File: src/rtl/vga_snapshot_manager.sv
// vga_snapshot_manager: per-frame copy of CPU registers, instruction and data words into aux display memory
// Ports: clock_in/reset_n_in (async active-low); v_sync_in rising edge starts a copy, falling edge while busy aborts;
//   instr_base_in/data_base_in first read addresses; cpu_content_in selected by one-hot content_enable_out;
//   instruction/data_address_out issue reads answered READ_LATENCY cycles later on *_memory_in;
//   aux_wr_out/aux_waddress_out/aux_data_out write port; busy_out, done_out pulse, sticky overrun_out.
module vga_snapshot_manager #(
   parameter int DATA_WIDTH           = 16,
   parameter int MEMORY_ADDRESS_WIDTH = 11,
   parameter int AUX_ADDRESS_WIDTH    = 6,
   parameter int CPU_ELEMENTS         = 10,
   parameter int INSTR_WORDS          = 10,
   parameter int DATA_WORDS           = 10,
   parameter int READ_LATENCY         = 1
) (
   input  logic                            clock_in,
   input  logic                            reset_n_in,
   input  logic                            v_sync_in,
   input  logic [MEMORY_ADDRESS_WIDTH-1:0] instr_base_in,
   input  logic [MEMORY_ADDRESS_WIDTH-1:0] data_base_in,
   input  logic [DATA_WIDTH-1:0]           cpu_content_in,
   input  logic [DATA_WIDTH-1:0]           instruction_memory_in,
   input  logic [DATA_WIDTH-1:0]           data_memory_in,
   output logic [CPU_ELEMENTS-1:0]         content_enable_out,
   output logic [MEMORY_ADDRESS_WIDTH-1:0] instruction_address_out,
   output logic [MEMORY_ADDRESS_WIDTH-1:0] data_address_out,
   output logic                            aux_wr_out,
   output logic [AUX_ADDRESS_WIDTH-1:0]    aux_waddress_out,
   output logic [DATA_WIDTH-1:0]           aux_data_out,
   output logic                            busy_out,
   output logic                            done_out,
   output logic                            overrun_out
);
   typedef enum logic [2:0] {IDLE, CPU, INSTR, DATA, DRAIN} state_t;
   localparam logic [AUX_ADDRESS_WIDTH-1:0] LAST_CPU   = AUX_ADDRESS_WIDTH'(CPU_ELEMENTS - 1);
   localparam logic [AUX_ADDRESS_WIDTH-1:0] LAST_INSTR = AUX_ADDRESS_WIDTH'(CPU_ELEMENTS + INSTR_WORDS - 1);
   localparam logic [AUX_ADDRESS_WIDTH-1:0] LAST_DATA  = AUX_ADDRESS_WIDTH'(CPU_ELEMENTS + INSTR_WORDS + DATA_WORDS - 1);
   state_t                            state_q, state_d;
   logic                              vs_q, start, abort, fin, issue, empty;
   logic [AUX_ADDRESS_WIDTH-1:0]      idx_q;
   logic [MEMORY_ADDRESS_WIDTH-1:0]   ia_q, da_q;
   logic [READ_LATENCY-1:0]           pv_q, ps_q;
   logic [AUX_ADDRESS_WIDTH-1:0]      pa_q [READ_LATENCY];
   logic                              wr_q, done_q, ovr_q;
   logic [AUX_ADDRESS_WIDTH-1:0]      aa_q;
   logic [DATA_WIDTH-1:0]             ad_q;
   // idx_q is the aux address of the element handled this cycle; it runs across all three phases
   assign start = v_sync_in && !vs_q && state_q == IDLE;
   assign issue = state_q == INSTR || state_q == DATA;
   assign empty = pv_q == '0;
   // an empty pipeline in DRAIN means the final write is on the port now, so completion beats a falling v_sync
   assign fin   = state_q == DRAIN && empty;
   assign abort = state_q != IDLE && !v_sync_in && !fin;
   always_ff @(posedge clock_in or negedge reset_n_in) begin
      if (!reset_n_in) state_q <= IDLE;
      else state_q <= state_d;
   end
   always_comb begin
      state_d = state_q;
      if (abort) state_d = IDLE;
      else case (state_q)
         IDLE:    state_d = start ? CPU : IDLE;
         CPU:     state_d = idx_q == LAST_CPU ? INSTR : CPU;
         INSTR:   state_d = idx_q == LAST_INSTR ? DATA : INSTR;
         DATA:    state_d = idx_q == LAST_DATA ? DRAIN : DATA;
         DRAIN:   state_d = empty ? IDLE : DRAIN;
         default: state_d = IDLE;
      endcase
   end
   always_comb begin
      content_enable_out = state_q == CPU ? CPU_ELEMENTS'(1) << idx_q : '0;
      busy_out           = state_q != IDLE;
   end
   always_ff @(posedge clock_in or negedge reset_n_in) begin
      if (!reset_n_in) begin
         vs_q   <= 1'b0;
         idx_q  <= '0;
         ia_q   <= '0;
         da_q   <= '0;
         pv_q   <= '0;
         ps_q   <= '0;
         for (int i = 0; i < READ_LATENCY; i++) pa_q[i] <= '0;
         wr_q   <= 1'b0;
         aa_q   <= '0;
         ad_q   <= '0;
         done_q <= 1'b0;
         ovr_q  <= 1'b0;
      end else begin
         vs_q    <= v_sync_in;
         done_q  <= fin;
         wr_q    <= 1'b0;
         pv_q[0] <= issue;
         ps_q[0] <= state_q == DATA;
         pa_q[0] <= idx_q;
         for (int i = 1; i < READ_LATENCY; i++) begin
            pv_q[i] <= pv_q[i-1];
            ps_q[i] <= ps_q[i-1];
            pa_q[i] <= pa_q[i-1];
         end
         if (state_q inside {CPU, INSTR, DATA}) idx_q <= idx_q + 1'b1;
         if (state_q == INSTR && idx_q != LAST_INSTR) ia_q <= ia_q + 1'b1;
         if (state_q == DATA && idx_q != LAST_DATA) da_q <= da_q + 1'b1;
         if (state_q == CPU) begin
            wr_q <= 1'b1;
            aa_q <= idx_q;
            ad_q <= cpu_content_in;
         end
         if (pv_q[READ_LATENCY-1]) begin
            wr_q <= 1'b1;
            aa_q <= pa_q[READ_LATENCY-1];
            ad_q <= ps_q[READ_LATENCY-1] ? data_memory_in : instruction_memory_in;
         end
         if (start) begin
            idx_q <= '0;
            ia_q  <= instr_base_in;
            da_q  <= data_base_in;
            ovr_q <= 1'b0;
         end
         if (abort) begin
            wr_q  <= 1'b0;
            pv_q  <= '0;
            ovr_q <= 1'b1;
         end
      end
   end
   assign instruction_address_out = ia_q;
   assign data_address_out        = da_q;
   assign aux_wr_out              = wr_q;
   assign aux_waddress_out        = aa_q;
   assign aux_data_out            = ad_q;
   assign done_out                = done_q;
   assign overrun_out             = ovr_q;
endmodule
File: config.mk
export PLATFORM = sky130hd
export DESIGN_NAME = vga_snapshot_manager
export DESIGN_NICKNAME = d
export VERILOG_FILES = /design/src/rtl/vga_snapshot_manager.sv
export SDC_FILE = /design/constraint.sdc
export NUM_CORES = 1
export LEC_CHECK = 0
export BUFFER_PORTS_ARGS = -buffer_cell sky130_fd_sc_hd__buf_2
export CAP_MARGIN = 20
export CORE_AREA = 5 5 119 76
export CTS_CLUSTER_DIAMETER = 150
export DETAILED_ROUTE_END_ITERATION = 16
export DIE_AREA = 0 0 124 81
export GPL_TIMING_DRIVEN = 0
export PLACE_DENSITY = 0.75
export RECOVER_POWER = 100
export SLEW_MARGIN = 20
export SYNTH_ARGS = -nofsm -noshare
export SYNTH_HDL_FRONTEND = slang
export SYNTH_SLANG_ARGS = --single-unit
File: constraint.sdc
create_clock -name clock_in -period 2.01 [get_ports clock_in]
set_clock_uncertainty 0.2 [all_clocks]
set_input_delay 0 -clock clock_in [delete_from_list [all_inputs] [get_ports clock_in]]
set_output_delay 0 -clock clock_in [all_outputs]
set_load 0.05 [all_outputs]
# Word-level counts from Yosys, hierarchy flattened
# Index checks and enable logic that the tools add are counted.
[word_totals]
register_bits = 65
input_bits = 73
out_inout_bits = 58
word_cells = 71
[classes]
add_sub_neg = 3
eq_ne = 9
n_shift = 1
n_mux = 25
bitwise = 1
reduce_logical = 19
[op_table]
columns = ["operator", "count"]
rows = [
  ["16-bit two-way mux", 3],
  ["11-bit two-way mux", 4],
  ["6-bit two-way mux", 4],
  ["11-bit by 1-bit adder with 11-bit output, second input constant", 2],
  ["3-bit case mux with 5 select lines", 1],
  ["6-bit by 5-bit == test with 1-bit output, second input constant", 2],
  ["6-bit by 5-bit inequality test with 1-bit output, second input constant", 2],
  ["10-bit two-way mux", 1],
  ["2-bit nonzero test", 5],
  ["1-bit by 6-bit << shifter with 10-bit output, first input constant", 1],
  ["3-bit two-way mux", 3],
  ["1-bit two-way mux", 8],
  ["1-bit logical AND", 7],
  ["6-bit by 1-bit adder with 6-bit output, second input constant", 1],
  ["3-bit by 2-bit == test with 1-bit output, second input constant", 2],
  ["6-bit by 4-bit == test with 1-bit output, second input constant", 1],
  ["3-bit nonzero test", 2],
  ["3-bit by 1-bit == test with 1-bit output, second input constant", 1],
  ["3-bit == test, second input constant", 1],
  ["1-bit logical NOT", 3],
  ["3-bit logical NOT", 1],
  ["2-bit two-way mux", 1],
  ["1-bit logical OR", 1],
  ["1-bit NOT", 1],
]

# Depth between registers and ports, before layout
[logic_depth]
word_depth = 6
mapped_depth = 8
depth_no_buf = 7

# Worst setup path before layout
# OpenSTA, ideal clock, no wires.
[synth_path]
path_type = "reg2out"
from = "register state_q[1]"
to = "output port content_enable_out[7]"
t_arrival_ns = 2.115
required_ns = 1.810
slack_ns = -0.305
path_stages_with_launch = 5
path_buffers = 0
cell_sequence = "dfrtp_1 > nand2b_1 > nor3_1 > nand3b_1 > nor3_1"
[synth_between]
elab_chain_cells = 2
[synth_rtl]
columns = ["item", "line", "text"]
rows = [
  ["start: declaration", "37", "state_t state_q, state_d;"],
  ["start signal: assignment", "55", "else state_q <= state_d;"],
  ["3-bit by 1-bit == test with 1-bit output", "70", "content_enable_out = state_q == CPU ? CPU_ELEMENTS'(1) << idx_q : '0;"],
  ["10-bit two-way mux", "70", ""],
  ["end: declaration", "23", "output logic [CPU_ELEMENTS-1:0] content_enable_out,"],
]
# Every way passes these cells.

# Worst setup path in the final report
[layout_path]
from = "register idx_q[1]"
to = "register da_q[7] (netlist: data_address_out[7])"
[layout_between]
elab_chain_cells = 3
[layout_rtl]
columns = ["item", "line", "text"]
rows = [
  ["start: declaration", "39", "logic [AUX_ADDRESS_WIDTH-1:0] idx_q;"],
  ["start signal: assignment", "99", "if (state_q inside {CPU, INSTR, DATA}) idx_q <= idx_q + 1'b1;"],
  ["6-bit by 5-bit inequality test with 1-bit output", "101", "if (state_q == DATA && idx_q != LAST_DATA) da_q <= da_q + 1'b1;"],
  ["1-bit logical AND", "101", ""],
  ["2-bit nonzero test (no line)", "-", ""],
  ["end signal: assignment", "101", ""],
  ["end signal: assignment", "115", "da_q <= data_base_in;"],
  ["end: declaration", "40", "logic [MEMORY_ADDRESS_WIDTH-1:0] ia_q, da_q;"],
]
# Every way passes these cells.
# A chain may end at the register's enable or synchronous reset.

==> run summary <==
CTS tree = yes
gr usage total = 23.9%
slew margin rel. = 16.6%
initial antenna violation count = 0
period utilization = 106%
Hold Path Class = reg -> reg
post-synth net total = 433
status = finished with violations
WS Path Type = reg -> reg
WL/cell = 17.2 um
Die Area = 0.0100 mm^2
Fill cells = 537
IO buf count = 130
vias = 3,741
ratio of cells with drive above 1 in the final layout = 32.1%
Mapped Cells = 356
pwr dens = 942 mW/mm^2
Syn. warnings = 0
worst-skew pair later-pin latency = 0.33 ns
Startpoint Class = flop
Placement Setup Slack = -0.302 ns
ANT nets after route = 0
fin nets = 674
critical path arrival = 2.14 ns
total of max-cap violations = 0
Critical Path Sink Type = flop
chip width = 124 um
number of flops mapped to enable cells by yosys = 0
DRT Wirelength = 12,200 um
first-pass GRT wire length = 18,700 um
cts bufs inserted = 9
endpoints failing setup = 15
hpwl dp = 7270 um
failing checks = negative setup slack
Longest Clk Path Bufs = 2
RSZ-0062 raised after global routing = true
Final Instance Area = 0.00567 mm^2
I/O pin cnt = 131
Placed Area = 0.00423 mm^2
Site Rows = 25
worst slew pin tran = 1.25 ns
Avg Vias per Cell = 5.27
Initial Util = 43.6%
Mean Syn Cell Area = 9.46 um^2
Initial DRC Count = 232
FFs w/ async S/R, synth = 100%
post-layout min period = 2.13 ns
# diodes = 0
Seq. cell area = 0.00163 mm^2
Core Footprint = 0.00773 mm^2
clk sinks = 65
leak pwr = 2.47 nW
RD Place Congestion = 0.845
gr ovfl total = 0
Fin Setup TNS = -0.955 ns
Worst-path clk slew = 0.06 ns
vias in the first global route = 3,780
final setup margin = -0.125 ns
DRC viols = 0
Multi-input gate area = 0.00181 mm^2
endpoints failing hold = 0
Crit Path Max Fanout = 7
register bit total from synthesis = 65
most common flop cell mapped by yosys = dfrtp_1
Worst Path Required = 2.02 ns
H-Tree Depth = 3
DRT Pass-1 Iters = 5
Synth Cell Area = 0.00337 mm^2
maximum VDD drop = 0.597 mV
synth unique cells = 40
post-synthesis sequential area ratio = 48.3%
max-slew violations = 0
area grow syn2layout = 68.5%
Die Height = 81 um
pin count of the biggest net entering global routing = 50
f_max = 468 MHz
Clock Tree Root = clkbuf_16
-- worst paths after layout --
kind	startpoint	end	slack [ns]	cells past startpoint
max	idx_q[1]	data_address_out[7]	-0.12	9
min	idx_q[4]	pa_q[4]	0.18	0
max reg2reg	idx_q[1]	data_address_out[7]	-0.12	9
min reg2reg	idx_q[4]	pa_q[4]	0.18	0
max in group asynchronous	reset_n_in	data_address_out[0]	0.29	3
min in group asynchronous	reset_n_in	instruction_address_out[3]	0.45	3
-- placed cells by master (no fill, tap or decap), types with 2 or more instances in the layout --
master / count
clkbuf_8: 3
buf_2: 87
nor3_1: 2
nor2_2: 4
nand2_1: 40
clkbuf_2: 4
nand4_1: 5
a211oi_1: 17
xnor2_1: 7
o21ai_1: 18
nor3_4: 4
buf_4: 30
xor2_1: 9
clkbuf_4: 4
a31oi_1: 3
nor2_4: 3
dfrtp_2: 5
nand2b_1: 2
clkinv_2: 4
nand3b_1: 3
dfrtp_1: 60
o21ai_0: 17
nor2b_1: 16
o211ai_1: 2
nand3_1: 13
dlygate4sd3_1: 73
inv_1: 5
buf_6: 10
mux2i_1: 24
clkbuf_1: 42
nor4_4: 2
a21oi_1: 21
buf_8: 2
clkbuf_16: 9
nor2_1: 19
or3_4: 4
ha_1: 2
-- repair_timing --
item                       CTS  global route
hold endpoints to repair   110             0
setup buffers               18            12
setup endpoints to repair   50            59
pin swaps                   13            15
gates resized for setup     49            43
hold buffers                73             0
cloned                       0             0
-- worst max-delay path, cell delays in order (launching register included) --
cell and delay [ns]:
dfrtp_1 0.38, clkbuf_8 0.15, inv_4 0.04, ha_4 0.15
and4b_2 0.24, buf_6 0.13, a21o_4 0.25, nor4_4 0.26
xnor2_1 0.15, o21ai_1 0.07
-- through the flow --
step	std cells	power [W]	utilization (%)	hold slack (ns)
6_report	710	0.00535	73.4	0.180
5_1_grt	710	0.00558	73.4	0.191
4_1_cts	701	0.00529	71.9	0.0226
3_5_place_dp	595	0.00348	54.8	-0.317
3_3_place_gp	594	0.00344	54.4	-0.0190
2_1_floorplan	356	0.00299	-	-0.496
-- power breakdown --
group,total [W],switching [W],internal [W]
clock,0.00153,0.000549,0.000983
sequential,0.00178,0.000230,0.00155
combinational,0.00203,0.00136,0.000669
-- Yosys cell counts (6+ instances only) --
master / count / area share [%]
nor2b_1: 16 / 3.0
nor2_1: 26 / 2.9
o21ai_1: 12 / 1.8
xnor2_1: 8 / 2.1
clkbuf_1: 13 / 1.4
o21ai_0: 24 / 3.6
nand3_1: 13 / 1.9
buf_2: 9 / 1.3
nand2_1: 40 / 4.5
inv_1: 6 / 0.67
dfrtp_1: 65 / 48
a21oi_1: 21 / 3.1
a211oi_1: 17 / 3.8
mux2i_1: 25 / 7.4
xor2_1: 9 / 2.3
nor3_1: 6 / 0.89
-- area by class of cell --
class	instances	share of cell area, %
buffer	22	2.67
clock buffer	10	4.21
clock inverter	6	1.01
inverter	6	0.441
multi-input combinational	260	31.9
sequential	65	28.8
tap	108	2.38
timing repair buffer	233	28.6
-- registers in the layout (all words and copies together) (netlist names) --
signal / cells
pv_q: 1
aux_waddress_out: 6
vs_q: 1
overrun_out: 1
state_q: 3
idx_q: 6
aux_data_out: 16
aux_wr_out: 1
pa_q: 6
instruction_address_out: 11
done_out: 1
data_address_out: 11
ps_q: 1
-- cells by family (layout without fill, tap and decap cells) --
| family | count (synthesis) | count (layout) | synth area share (%) |
|---|---|---|---|
| AO/OA/AOI/OAI | 84 | 84 | 15.0 |
| multiplexers | 25 | 25 | 7.43 |
| AND/OR/NAND/NOR | 130 | 130 | 19.6 |
| adder cells (fa/ha/maj) | 4 | 4 | 1.49 |
| flip-flops | 65 | 65 | 48.3 |
| XOR/XNOR | 17 | 17 | 4.42 |
| buffers and inverters | 31 | 277 | 3.79 |
-- metal layers --
| metal | vias up | GRT usage, % | wire length [um] |
|---|---|---|---|
| met5 | - | 0 | 0 |
| met3 | 30 | 6.05 | 974 |
| met2 | 178 | 40.1 | 5830 |
| li1 | 1734 | - | - |
| met1 | 1799 | 30.5 | 5160 |
| met4 | 0 | 7.98 | 272 |
Note: power is estimated with default switching activity, not from simulation.
